$ cat src/rtl/dma_priority_arbiter_pkg.sv
// Package shared by the DMA priority arbiter slice.
// Holds the default channel count, the channel index type and the
// arbiter state encoding used by the arbiter FSM.
package dma_pkg;

  localparam int DEFAULT_NUM_CHANNELS = 4;
  localparam int DEFAULT_CH_W         = $clog2(DEFAULT_NUM_CHANNELS);

  typedef logic [DEFAULT_CH_W-1:0] chan_t;

  typedef enum logic [1:0] {
    IDLE    = 2'd0,
    REQUEST = 2'd1,
    GRANTED = 2'd2,
    ACTIVE  = 2'd3
  } arb_state_t;

endpackage

$ cat src/rtl/dma_priority_arbiter_if.sv
// Interface bundling the DREQ/DACK pins, the CPU hold handshake, the
// timing-and-control pulses and the command/mask register bits seen by
// the DMA priority arbiter.
//   master : environment side (drives requests, HLDA, pulses, command bits)
//   slave  : arbiter side (drives HRQ, DACK, activeChannel, channelGranted)
interface dma_priority_arbiter_if
  import dma_pkg::*;
#(
  parameter int NUM_CHANNELS = DEFAULT_NUM_CHANNELS
);
  localparam int CH_W = $clog2(NUM_CHANNELS);

  logic [NUM_CHANNELS-1:0] DREQ;
  logic                    HLDA;
  logic                    assertDACK;
  logic                    deassertDACK;
  logic [NUM_CHANNELS-1:0] maskReg;
  logic                    rotatingPriority;
  logic                    dreqSenseLow;
  logic                    dackSenseHigh;
  logic                    HRQ;
  logic [NUM_CHANNELS-1:0] DACK;
  logic [CH_W-1:0]         activeChannel;
  logic                    channelGranted;

  modport master (
    output DREQ, HLDA, assertDACK, deassertDACK, maskReg,
           rotatingPriority, dreqSenseLow, dackSenseHigh,
    input  HRQ, DACK, activeChannel, channelGranted
  );

  modport slave (
    input  DREQ, HLDA, assertDACK, deassertDACK, maskReg,
           rotatingPriority, dreqSenseLow, dackSenseHigh,
    output HRQ, DACK, activeChannel, channelGranted
  );

endinterface

$ cat src/rtl/dma_priority_arbiter_encoder.sv
// Combinational priority encoder for the DMA arbiter.
//   eff_req           : effective (polarity-corrected, unmasked) requests
//   pri_ptr           : first channel searched in rotating mode
//   rotating_priority : 1 = search from pri_ptr with wrap, 0 = lowest index wins
//   winner            : index of the winning channel
//   valid             : at least one effective request present
module dma_priority_encoder #(
  parameter int NUM_CHANNELS = 4,
  parameter int CH_W         = $clog2(NUM_CHANNELS)
) (
  input  logic [NUM_CHANNELS-1:0] eff_req,
  input  logic [CH_W-1:0]         pri_ptr,
  input  logic                    rotating_priority,
  output logic [CH_W-1:0]         winner,
  output logic                    valid
);

  logic [CH_W-1:0] start_s;
  logic [CH_W-1:0] idx_s;
  int              idx_i;

  // Walk the channels starting at start_s, wrapping, and keep the first hit.
  always_comb begin
    winner = '0;
    valid  = 1'b0;
    idx_i  = 0;
    idx_s  = '0;
    if (rotating_priority) begin
      start_s = pri_ptr;
    end else begin
      start_s = '0;
    end
    for (int i = 0; i < NUM_CHANNELS; i++) begin
      idx_i = int'(start_s) + i;
      if (idx_i >= NUM_CHANNELS) begin
        idx_i = idx_i - NUM_CHANNELS;
      end else begin
        idx_i = idx_i;
      end
      idx_s = idx_i[CH_W-1:0];
      if (!valid && eff_req[idx_s]) begin
        valid  = 1'b1;
        winner = idx_s;
      end else begin
        valid  = valid;
        winner = winner;
      end
    end
  end

endmodule

$ cat src/rtl/dma_priority_arbiter.sv
// DMA priority arbiter: arbitrates DREQ lines, raises HRQ to the CPU,
// waits for HLDA, latches the winning channel and drives its DACK on
// command from timing-and-control.
//   CLK   : system clock
//   RESET : asynchronous active-high reset
//   bus   : slave side of dma_priority_arbiter_if (pins, handshake, command bits)
module dma_priority_arbiter
  import dma_pkg::*;
#(
  parameter int NUM_CHANNELS = DEFAULT_NUM_CHANNELS,
  parameter int CH_W         = $clog2(NUM_CHANNELS)
) (
  input  logic                   CLK,
  input  logic                   RESET,
  dma_priority_arbiter_if.slave  bus
);

  arb_state_t              state_r, state_s;
  logic [CH_W-1:0]         active_r, active_s;
  logic [CH_W-1:0]         pri_ptr_r, pri_ptr_s;
  logic [NUM_CHANNELS-1:0] ack_r, ack_s;
  logic                    hrq_r;
  logic                    granted_r;
  logic [NUM_CHANNELS-1:0] eff_req_s;
  logic [CH_W-1:0]         winner_s;
  logic                    win_valid_s;

  // Effective request: polarity-corrected DREQ with masked channels removed.
  always_comb begin
    if (bus.dreqSenseLow) begin
      eff_req_s = ~bus.DREQ & ~bus.maskReg;
    end else begin
      eff_req_s = bus.DREQ & ~bus.maskReg;
    end
  end

  dma_priority_encoder #(
    .NUM_CHANNELS (NUM_CHANNELS),
    .CH_W         (CH_W)
  ) u_encoder (
    .eff_req           (eff_req_s),
    .pri_ptr           (pri_ptr_r),
    .rotating_priority (bus.rotatingPriority),
    .winner            (winner_s),
    .valid             (win_valid_s)
  );

  // Next-state logic; the channel is only re-arbitrated while IDLE.
  always_comb begin
    state_s   = state_r;
    active_s  = active_r;
    pri_ptr_s = pri_ptr_r;
    case (state_r)
      IDLE: begin
        if (win_valid_s) begin
          state_s  = REQUEST;
          active_s = winner_s;
        end else begin
          state_s  = IDLE;
        end
      end
      REQUEST: begin
        if (bus.HLDA) begin
          state_s = GRANTED;
        end else if (!eff_req_s[active_r]) begin
          state_s = IDLE;
        end else begin
          state_s = REQUEST;
        end
      end
      GRANTED: begin
        // assertDACK wins over a simultaneous deassertDACK here.
        if (!bus.HLDA) begin
          state_s = IDLE;
        end else if (bus.assertDACK) begin
          state_s = ACTIVE;
        end else begin
          state_s = GRANTED;
        end
      end
      ACTIVE: begin
        // HLDA loss aborts without touching the rotation pointer.
        if (!bus.HLDA) begin
          state_s = IDLE;
        end else if (bus.deassertDACK) begin
          state_s = IDLE;
          if (!bus.rotatingPriority) begin
            pri_ptr_s = pri_ptr_r;
          end else if (active_r == CH_W'(NUM_CHANNELS - 1)) begin
            pri_ptr_s = '0;
          end else begin
            pri_ptr_s = active_r + CH_W'(1);
          end
        end else begin
          state_s = ACTIVE;
        end
      end
      default: begin
        state_s = IDLE;
      end
    endcase
  end

  // One-hot acknowledge vector for the next cycle.
  always_comb begin
    ack_s = '0;
    if (state_s == ACTIVE) begin
      ack_s[active_s] = 1'b1;
    end else begin
      ack_s = '0;
    end
  end

  // State and registered outputs.
  always_ff @(posedge CLK or posedge RESET) begin
    if (RESET) begin
      state_r   <= IDLE;
      active_r  <= '0;
      pri_ptr_r <= '0;
      ack_r     <= '0;
      hrq_r     <= 1'b0;
      granted_r <= 1'b0;
    end else begin
      state_r   <= state_s;
      active_r  <= active_s;
      pri_ptr_r <= pri_ptr_s;
      ack_r     <= ack_s;
      hrq_r     <= (state_s != IDLE);
      granted_r <= (state_s == GRANTED) || (state_s == ACTIVE);
    end
  end

  assign bus.HRQ            = hrq_r;
  assign bus.channelGranted = granted_r;
  assign bus.activeChannel  = active_r;
  // Polarity is applied after the register so a command change acts at once.
  assign bus.DACK           = bus.dackSenseHigh ? ack_r : ~ack_r;

endmodule

$ cat src/flat_wrapper.sv
// flat-port wrapper written by rule: the top's interface ports become plain ports
module dma_priority_arbiter_flat import dma_pkg::*;
#(
  parameter int NUM_CHANNELS = DEFAULT_NUM_CHANNELS,
  parameter int CH_W         = $clog2(NUM_CHANNELS)
)
  (CLK, RESET, bus_DREQ, bus_HLDA, bus_assertDACK, bus_deassertDACK, bus_maskReg, bus_rotatingPriority, bus_dreqSenseLow, bus_dackSenseHigh, bus_HRQ, bus_DACK, bus_activeChannel, bus_channelGranted);
  dma_priority_arbiter_if #(.NUM_CHANNELS(NUM_CHANNELS)) bus_i ();
  input  logic CLK;
  input  logic RESET;
  input wire logic [$bits(bus_i.DREQ)-1:0] bus_DREQ;
  input wire logic [$bits(bus_i.HLDA)-1:0] bus_HLDA;
  input wire logic [$bits(bus_i.assertDACK)-1:0] bus_assertDACK;
  input wire logic [$bits(bus_i.deassertDACK)-1:0] bus_deassertDACK;
  input wire logic [$bits(bus_i.maskReg)-1:0] bus_maskReg;
  input wire logic [$bits(bus_i.rotatingPriority)-1:0] bus_rotatingPriority;
  input wire logic [$bits(bus_i.dreqSenseLow)-1:0] bus_dreqSenseLow;
  input wire logic [$bits(bus_i.dackSenseHigh)-1:0] bus_dackSenseHigh;
  output wire logic [$bits(bus_i.HRQ)-1:0] bus_HRQ;
  output wire logic [$bits(bus_i.DACK)-1:0] bus_DACK;
  output wire logic [$bits(bus_i.activeChannel)-1:0] bus_activeChannel;
  output wire logic [$bits(bus_i.channelGranted)-1:0] bus_channelGranted;
  assign bus_i.DREQ = bus_DREQ;
  assign bus_i.HLDA = bus_HLDA;
  assign bus_i.assertDACK = bus_assertDACK;
  assign bus_i.deassertDACK = bus_deassertDACK;
  assign bus_i.maskReg = bus_maskReg;
  assign bus_i.rotatingPriority = bus_rotatingPriority;
  assign bus_i.dreqSenseLow = bus_dreqSenseLow;
  assign bus_i.dackSenseHigh = bus_dackSenseHigh;
  assign bus_HRQ = bus_i.HRQ;
  assign bus_DACK = bus_i.DACK;
  assign bus_activeChannel = bus_i.activeChannel;
  assign bus_channelGranted = bus_i.channelGranted;
  dma_priority_arbiter #(.NUM_CHANNELS(NUM_CHANNELS), .CH_W(CH_W)) u_core (.CLK(CLK), .RESET(RESET), .bus(bus_i));
endmodule
$ cat config.mk
export PLATFORM = sky130hd
export DESIGN_NAME = dma_priority_arbiter_flat
export DESIGN_NICKNAME = d
export VERILOG_FILES = /design/src/rtl/dma_priority_arbiter_pkg.sv /design/src/rtl/dma_priority_arbiter_if.sv /design/src/rtl/dma_priority_arbiter_encoder.sv /design/src/rtl/dma_priority_arbiter.sv /design/src/flat_wrapper.sv
export SDC_FILE = /design/constraint.sdc
export NUM_CORES = 1
export LEC_CHECK = 0
export CAP_MARGIN = 40
export CORE_MARGIN = 2
export CORE_UTILIZATION = 47
export CTS_CLUSTER_SIZE = 28
export DETAILED_ROUTE_END_ITERATION = 10
export PLACE_DENSITY = 0.76
export RECOVER_POWER = 100
export SLEW_MARGIN = 0
export SYNTH_ARGS = -nofsm -noshare
export SYNTH_HDL_FRONTEND = slang
export SYNTH_HIERARCHICAL = 1
export SYNTH_SLANG_ARGS = --single-unit
$ cat constraint.sdc
create_clock -name CLK -period 2.35 [get_ports CLK]
set_clock_uncertainty 0.1 [all_clocks]
set_input_delay 0.47 -clock CLK [delete_from_list [all_inputs] [get_ports CLK]]
set_output_delay 0.47 -clock CLK [all_outputs]
set_load 0.005 [all_outputs]
### After elaboration in Yosys (flattened, before gate mapping)

Index checks and enable logic that the tools add are counted.
Widths: inputs -> output; s select.

| word-level totals | value |
|---|---|
| bits in writable memories | 0 |
| logic and storage cells | 86 |
| input port bits | 16 |
| register bits | 12 |
| output and inout bits | 8 |
| memory bits (read-only) | 0 |
| memories | 0 |
| bits in latches | 0 |

| operators by class | value |
|---|---|
| $mul | 0 |
| equality and inequality tests | 6 |
| add/subtract/negate cells | 8 |
| reductions and logical operators | 11 |
| bitwise operators | 5 |
| shift-type cells | 0 |
| $lt $le $gt $ge | 11 |
| muxes and demuxes | 39 |
| divide/modulo/power cells | 0 |

Operators by type and width:

| operator | count |
|---|---|
| $mux 2 | 16 |
| $lt 2x3->1 const B | 6 |
| $mux 1 | 13 |
| $mux 4 | 3 |
| $not 4->4 | 3 |
| $bmux 1 s2 | 5 |
| $eq 2x2->1 const B | 5 |
| $ge 3x3->1 const B | 3 |
| $and 4x4->4 | 2 |
| $pmux 2 s4 | 1 |
| $sub 2x1->2 const B | 4 |
| $add 2x2->3 const B | 2 |
| $logic_and 1x1->1 | 4 |
| $reduce_and 4->1 | 1 |
| $add 2x1->3 const B | 1 |
| $ge 2x3->1 const B | 1 |
| $logic_not 1->1 | 3 |
| $add 2x1->2 const B | 1 |
| $demux 1 s2 | 1 |
| $eq 2x1->1 const B | 1 |
| $ge 2x1->1 const B | 1 |
| $logic_not 2->1 | 1 |
| $reduce_bool 2->1 | 1 |
| $logic_or 1x1->1 | 1 |

### Logic depth before layout (Yosys ltp)

| depth | value |
|---|---|
| depth in word-level cells | 22 |
| mapped depth | 13 |
| depth with buffers taken out | 11 |

### Hierarchy

Netlist, hierarchy kept.

Modules (own cells, without submodules):

| module | area an instance (um^2) | instances | cells each | sequential area each (um^2) |
|---|---|---|---|---|
| dma_priority_arbiter | 629.4 | 1 | 62 | 300.3 |
| dma_priority_encoder | 281.5 | 1 | 43 | 0.0 |

### Worst setup path after synthesis

OpenSTA, ideal clock, no wires.

| path | value |
|---|---|
| path kind | in2reg |
| start | in bus_dreqSenseLow |
| end | reg u_core.ack_r[2] |
| stages | 12 |
| path buffers | 1 |
| setup time | 0.072 ns |
| arrival | 2.331 ns |
| required time | 2.178 ns |
| slack | -0.153 ns |
| cells stage by stage | buf_4 xnor2_1 nor2_1 and4bb_2 nor3_1 o32ai_1 nand2_1 nor3b_4 mux2_4 inv_1 nand2_1 nor2_1 |

| on the way | value |
|---|---|
| word-level cells in the longest chain between the ends | 20 |
| elaborated cells between the ends (all ways) | 38 |
| classes of those cells | 2 x order compare; 1 x eq/ne; 28 x mux; 7 x reduce/logical |

RTL lines:

| item | line | text |
|---|---|---|
| start: declaration | flat_wrapper.sv:17 | `input wire logic [$bits(bus_i.dreqSenseLow)-1:0] bus_dreqSenseLow;` |
| $mux 4 * | dma_priority_arbiter.sv:30 | `if (bus.dreqSenseLow) begin` |
| net u_core.eff_req_s[0] | dma_priority_arbiter.sv:24 | `logic [NUM_CHANNELS-1:0] eff_req_s;` |
| $bmux 1 s2 | dma_priority_arbiter_encoder.sv:41 | `if (!valid && eff_req[idx_s]) begin` |
| $mux 1 (implied by the code) | dma_priority_arbiter_encoder.sv:41 |  |
| $mux 1 | dma_priority_arbiter_encoder.sv:41 |  |
| $logic_not 1->1 | dma_priority_arbiter_encoder.sv:41 |  |
| $logic_and 1x1->1 | dma_priority_arbiter_encoder.sv:41 |  |
| $mux 1 | dma_priority_arbiter_encoder.sv:41 |  |
| (+6 left out) | n/a |  |
| net u_core.win_valid_s | dma_priority_arbiter.sv:26 | `logic win_valid_s;` |
| (+1 left out) | n/a |  |
| $mux 2 * | dma_priority_arbiter.sv:53 | `case (state_r)` |
| net u_core.active_s[0] | dma_priority_arbiter.sv:19 | `logic [CH_W-1:0] active_r, active_s;` |
| $lt 2x3->1 (implied by the code) or $ge 2x1->1 (tied branches) | dma_priority_arbiter.sv:108 | `ack_s[active_s] = 1'b1;` |
| $logic_and 1x1->1 (implied by the code) | dma_priority_arbiter.sv:108 |  |
| $mux 1 (implied by the code) | dma_priority_arbiter.sv:108 |  |
| $demux 1 s2 * | n/a |  |
| $mux 4 * | dma_priority_arbiter.sv:107 | `if (state_s == ACTIVE) begin` |
| net u_core.ack_s[2] | dma_priority_arbiter.sv:21 | `logic [NUM_CHANNELS-1:0] ack_r, ack_s;` |
| end signal: assignment | dma_priority_arbiter.sv:127 | `ack_r <= ack_s;` |
| end: declaration | dma_priority_arbiter.sv:21 |  |

Mark *: on every way through the listed nets, which the timed path passes. The rest lies on a longest branch. The select of a mux whose other input is x is not followed.
A chain may end at the register's enable or synchronous reset.

### Final worst setup path

| path | value |
|---|---|
| start | in bus_maskReg[1] |
| end | reg u_core.ack_r[0] |

| on the way | value |
|---|---|
| word-level cells in the longest chain between the ends | 22 |
| elaborated cells between the ends (all ways) | 41 |
| classes of those cells | 2 x order compare; 1 x eq/ne; 28 x mux; 3 x bitwise; 7 x reduce/logical |

RTL lines:

| item | line | text |
|---|---|---|
| start: declaration | flat_wrapper.sv:15 | `input wire logic [$bits(bus_i.maskReg)-1:0] bus_maskReg;` |
| $not 4->4 * | dma_priority_arbiter.sv:31, dma_priority_arbiter.sv:33 |  |
| $and 4x4->4, on equally long branches | dma_priority_arbiter.sv:33, dma_priority_arbiter.sv:31 |  |
| $mux 4 * | dma_priority_arbiter.sv:30 |  |
| net u_core.eff_req_s[1] | dma_priority_arbiter.sv:24 |  |
| $bmux 1 s2 | dma_priority_arbiter_encoder.sv:41 |  |
| $mux 1 (implied by the code) | dma_priority_arbiter_encoder.sv:41 |  |
| $mux 1 | dma_priority_arbiter_encoder.sv:41 |  |
| $logic_not 1->1 | dma_priority_arbiter_encoder.sv:41 |  |
| (+8 left out) | n/a |  |
| net u_core.win_valid_s | dma_priority_arbiter.sv:26 |  |
| (+1 left out) | n/a |  |
| $mux 2 * | dma_priority_arbiter.sv:53 |  |
| net u_core.active_s[0] | dma_priority_arbiter.sv:19 |  |
| $lt 2x3->1 (implied by the code) or $ge 2x1->1 (tied branches) | dma_priority_arbiter.sv:108 |  |
| $logic_and 1x1->1 (implied by the code) | dma_priority_arbiter.sv:108 |  |
| $mux 1 (implied by the code) | dma_priority_arbiter.sv:108 |  |
| $demux 1 s2 * | n/a |  |
| $mux 4 * | dma_priority_arbiter.sv:107 |  |
| net u_core.ack_s[0] | dma_priority_arbiter.sv:21 |  |

Marks and branches as above.

==> results_dict.tcl <==
set metrics [dict create \
    path_depth 11 \
    grt_usage_pct 22.18 \
    cts.sinks 12 \
    ys.warnings.count 6 \
    io_pins 24 \
    die_w_um 48.03 \
    synth.distinct_cells 39 \
    rr_endpoint "u_core/ack_r[0]$_DFF_PP0_" \
    die-area_mm2 0.002306 \
    critPathLaunchType "input pin" \
    diodes 0 \
    cts_buffers 3 \
    layout-drive-gt1-share_pct 32.64 \
    clock_latency_ns 0.27 \
    htree_levels 1 \
    finalMaxSlewViolations 0 \
    cp_top_family "simple AND/OR/NAND/NOR gates" \
    vdd_drop_max_v 0.0007752 \
    cts_root_buffer "clkbuf_4" \
    vias 928 \
    cts_tree "done" \
    setup_violations 0 \
    area_growth_syn_to_layout_pct 50.00 \
    synth_top_cell_by_area "dfrtp_1" \
    drtPass1Iterations 4 \
    synth_area_leaders "dfrtp_1, xnor2_1, nor2_1" \
    finalWirelength_um 2442 \
    relSlewSlack_pct 71.20 \
    tightest_slew_ns 0.4315 \
    timing.rr.start "u_core/pri_ptr_r[0]$_DFFE_PP0P_" \
    register_area_um2 300.3 \
    slowest_delay_ns 0.48 \
    rr_worst_depth 9 \
    cts.clk_slew.worst_paths_ns 0.08 \
    dp.cells 162 \
    ctsLongestPathBuffers 2 \
    path_buf_inv 2 \
    synth_area_um2 910.9 \
    worstPathArrival_ns 2.44 \
    hold_ws_ns 0.5262 \
    cp_common_cell "nor2_2" \
    synth_seq_area_share_pct 32.97 \
    port_buffers 23 \
    synth_top_cell_area_share_pct 32.97 \
    critPathSlowestCell "clkdlybuf4s50_1" \
    drc_errors 0 \
    startpoint "bus_maskReg[1]" \
    fmax_ghz 0.4269 \
    max_cap_viol_count 0 \
    multiInputGateArea_um2 613.1 \
    gp_congestion 0.9064 \
    hp-class "input pin to asynchronous set/reset pin" \
    grt_max_degree 13 \
    yosysMostFrequentCell "nor2_1" \
    grt_pass1_vias 852 \
    synthCells 105 \
    viasPerCell 5.491 \
    synth_edf_count 0 \
    ys_top_cells_by_count "nor2_1, dfrtp_1, nand2_1" \
    worst_setup_path_end_kind "register" \
    dpl.hpwl_um 1665 \
    powerDensity_mw_per_mm2 913.5 \
    synthArstFlopShare_pct 100.0 \
    first_iter_violations 32 \
    antenna_found_initial 0 \
    cp_max_fo 5 \
    grt_first_pass_wirelength_um 3498 \
    die_h_um 48.03 \
    syn_nets 122 \
    min_period_ns 2.342 \
    avgSynthCellArea_um2 8.675 \
    nets 162 \
    fin_cells 169 \
    r2r_slack_ns 0.14 \
    nFillCells 119 \
    core-area_mm2 0.001783 \
    rows 15 \
    start_util_pct 51.09 \
    crit_end "u_core/ack_r[0]$_DFF_PP0_" \
    fin_crit_sh_pct 99.67 \
    overflow 0 \
    hold_violations 0 \
    post-route-util_pct 76.63 \
    power.leakage_nw 0.6331 \
    synth_ff_type "dfrtp_1" \
    cp.required_ns 2.45 \
    status "completed" \
    drt.antenna.violating_nets 0 \
    ys_ff_latch 12 \
    path_class "input pin to register" \
    path_cells "clkdlybuf4s50_1, nor2_2, mux2i_1, nand3_1, o32ai_2, nand2_1, nor3b_4, mux2_4, inv_2, nand2_2, nor2_2" \
    post_drt_wl_per_cell_um 14.45 \
]
worst min-delay path by stage:
stage | endpoint | slack [ns] | cells after the start
2_1_floorplan | u_core/ack_r[0]$_DFF_PP0_ | 0.23 | 1
3_3_place_gp | u_core/pri_ptr_r[0]$_DFFE_PP0P_ | 0.51 | 1
3_5_place_dp | u_core/pri_ptr_r[0]$_DFFE_PP0P_ | 0.52 | 1
4_1_cts | u_core/pri_ptr_r[0]$_DFFE_PP0P_ | 0.41 | 2
5_1_grt | u_core/bus.channelGranted$_DFF_PP0_ | 0.57 | 2
6_report | u_core/bus.channelGranted$_DFF_PP0_ | 0.53 | 2
flip-flops by register name (all words and copies together), names as in the netlist:
signal                     flops
u_core/ack_r                   4
u_core/bus.activeChannel       2
u_core/pri_ptr_r               2
u_core/state_r                 2
u_core/bus.HRQ                 1
u_core/bus.channelGranted      1
kinds of logic (layout without fill, tap and decap cells):
logic type	Yosys count	in the layout	synth area share, %
compound gates	22	22	15.66
xor+xnor	8	8	7.693
fa+ha+maj	1	1	1.373
buf+inv	12	51	7.141
flops	12	12	32.97
mux	7	7	8.929
simple gates	43	43	26.24
power breakdown:
group / switching (mW) / internal, mW / leakage (nW)
registers: 0.124 / 0.272 / 0.156
logic: 0.314 / 0.377 / 0.456
clock network: 0.0662 / 0.0942 / 0.0210
repair_timing:
item                                    in CTS  in global routing
buffers inserted                             2                  1
hold buffers                                 0                  0
gates resized for setup                     13                 13
endpoints found under the setup margin       8                  4
pin swaps                                   10                  8
worst register-to-register path, stage by stage, from the launching register on:
cell and delay [ns]:
dfrtp_1 0.56, and4bb_2 0.31, nor3_4 0.15, o32ai_2 0.11
nand2_1 0.07, nor3b_4 0.26, mux2_4 0.35, inv_2 0.06
nand2_2 0.07, nor2_2 0.11
through the flow:
stage / worst slack [ns] / TNS [ns] / total power [mW] / cell area, um^2
global route: -0.03275 / -0.04809 / 1.338 / 1366
floorplan: -0.01621 / -0.02781 / 0.7788 / 935.9
detailed placement: -0.6416 / -4.248 / 0.9930 / 1260
finish: 0.007643 / 0 / 1.248 / 1366
global placement: -0.5801 / -3.945 / 0.9793 / 1260
CTS: 0.001882 / 0 / 1.190 / 1331
area by class of cell:
| cell class | count | share of cell area, % |
|---|---|---|
| timing repair buffer | 41 | 26.56 |
| multi-input combinational | 81 | 44.87 |
| clock buffer | 4 | 2.656 |
| tap | 25 | 2.289 |
| sequential | 12 | 21.98 |
| inverter | 6 | 1.648 |
per-layer routing:
metal  track usage [%]  vias to the layer above  routed length, um
met5                 0                        -                  0
met4             4.865                        0                 15
met3             7.925                        5                177
met2             37.07                       40               1218
met1             27.51                      436               1031
li1                  -                      447                  -
layout by cell type (no fill, tap or decap), types with 3 or more instances in the layout:
cell             Yosys  layout
inv_1                6       4
dlygate4sd2_1        0       4
nor2_1              15       8
nand3_1              2       3
a21oi_1              5       5
dlymetal6s2s_1       0       3
mux2i_1              4       3
a31oi_1              4       4
clkbuf_4             0       3
dfrtp_1             12      12
dlygate4sd3_1        0       7
o21ai_0              3       3
nand2_1              9       8
buf_4                3      18
clkdlybuf4s50_1      0       8
xnor2_1              8       6
nor2_2               0       6
Power figures use the tool's default switching activity.
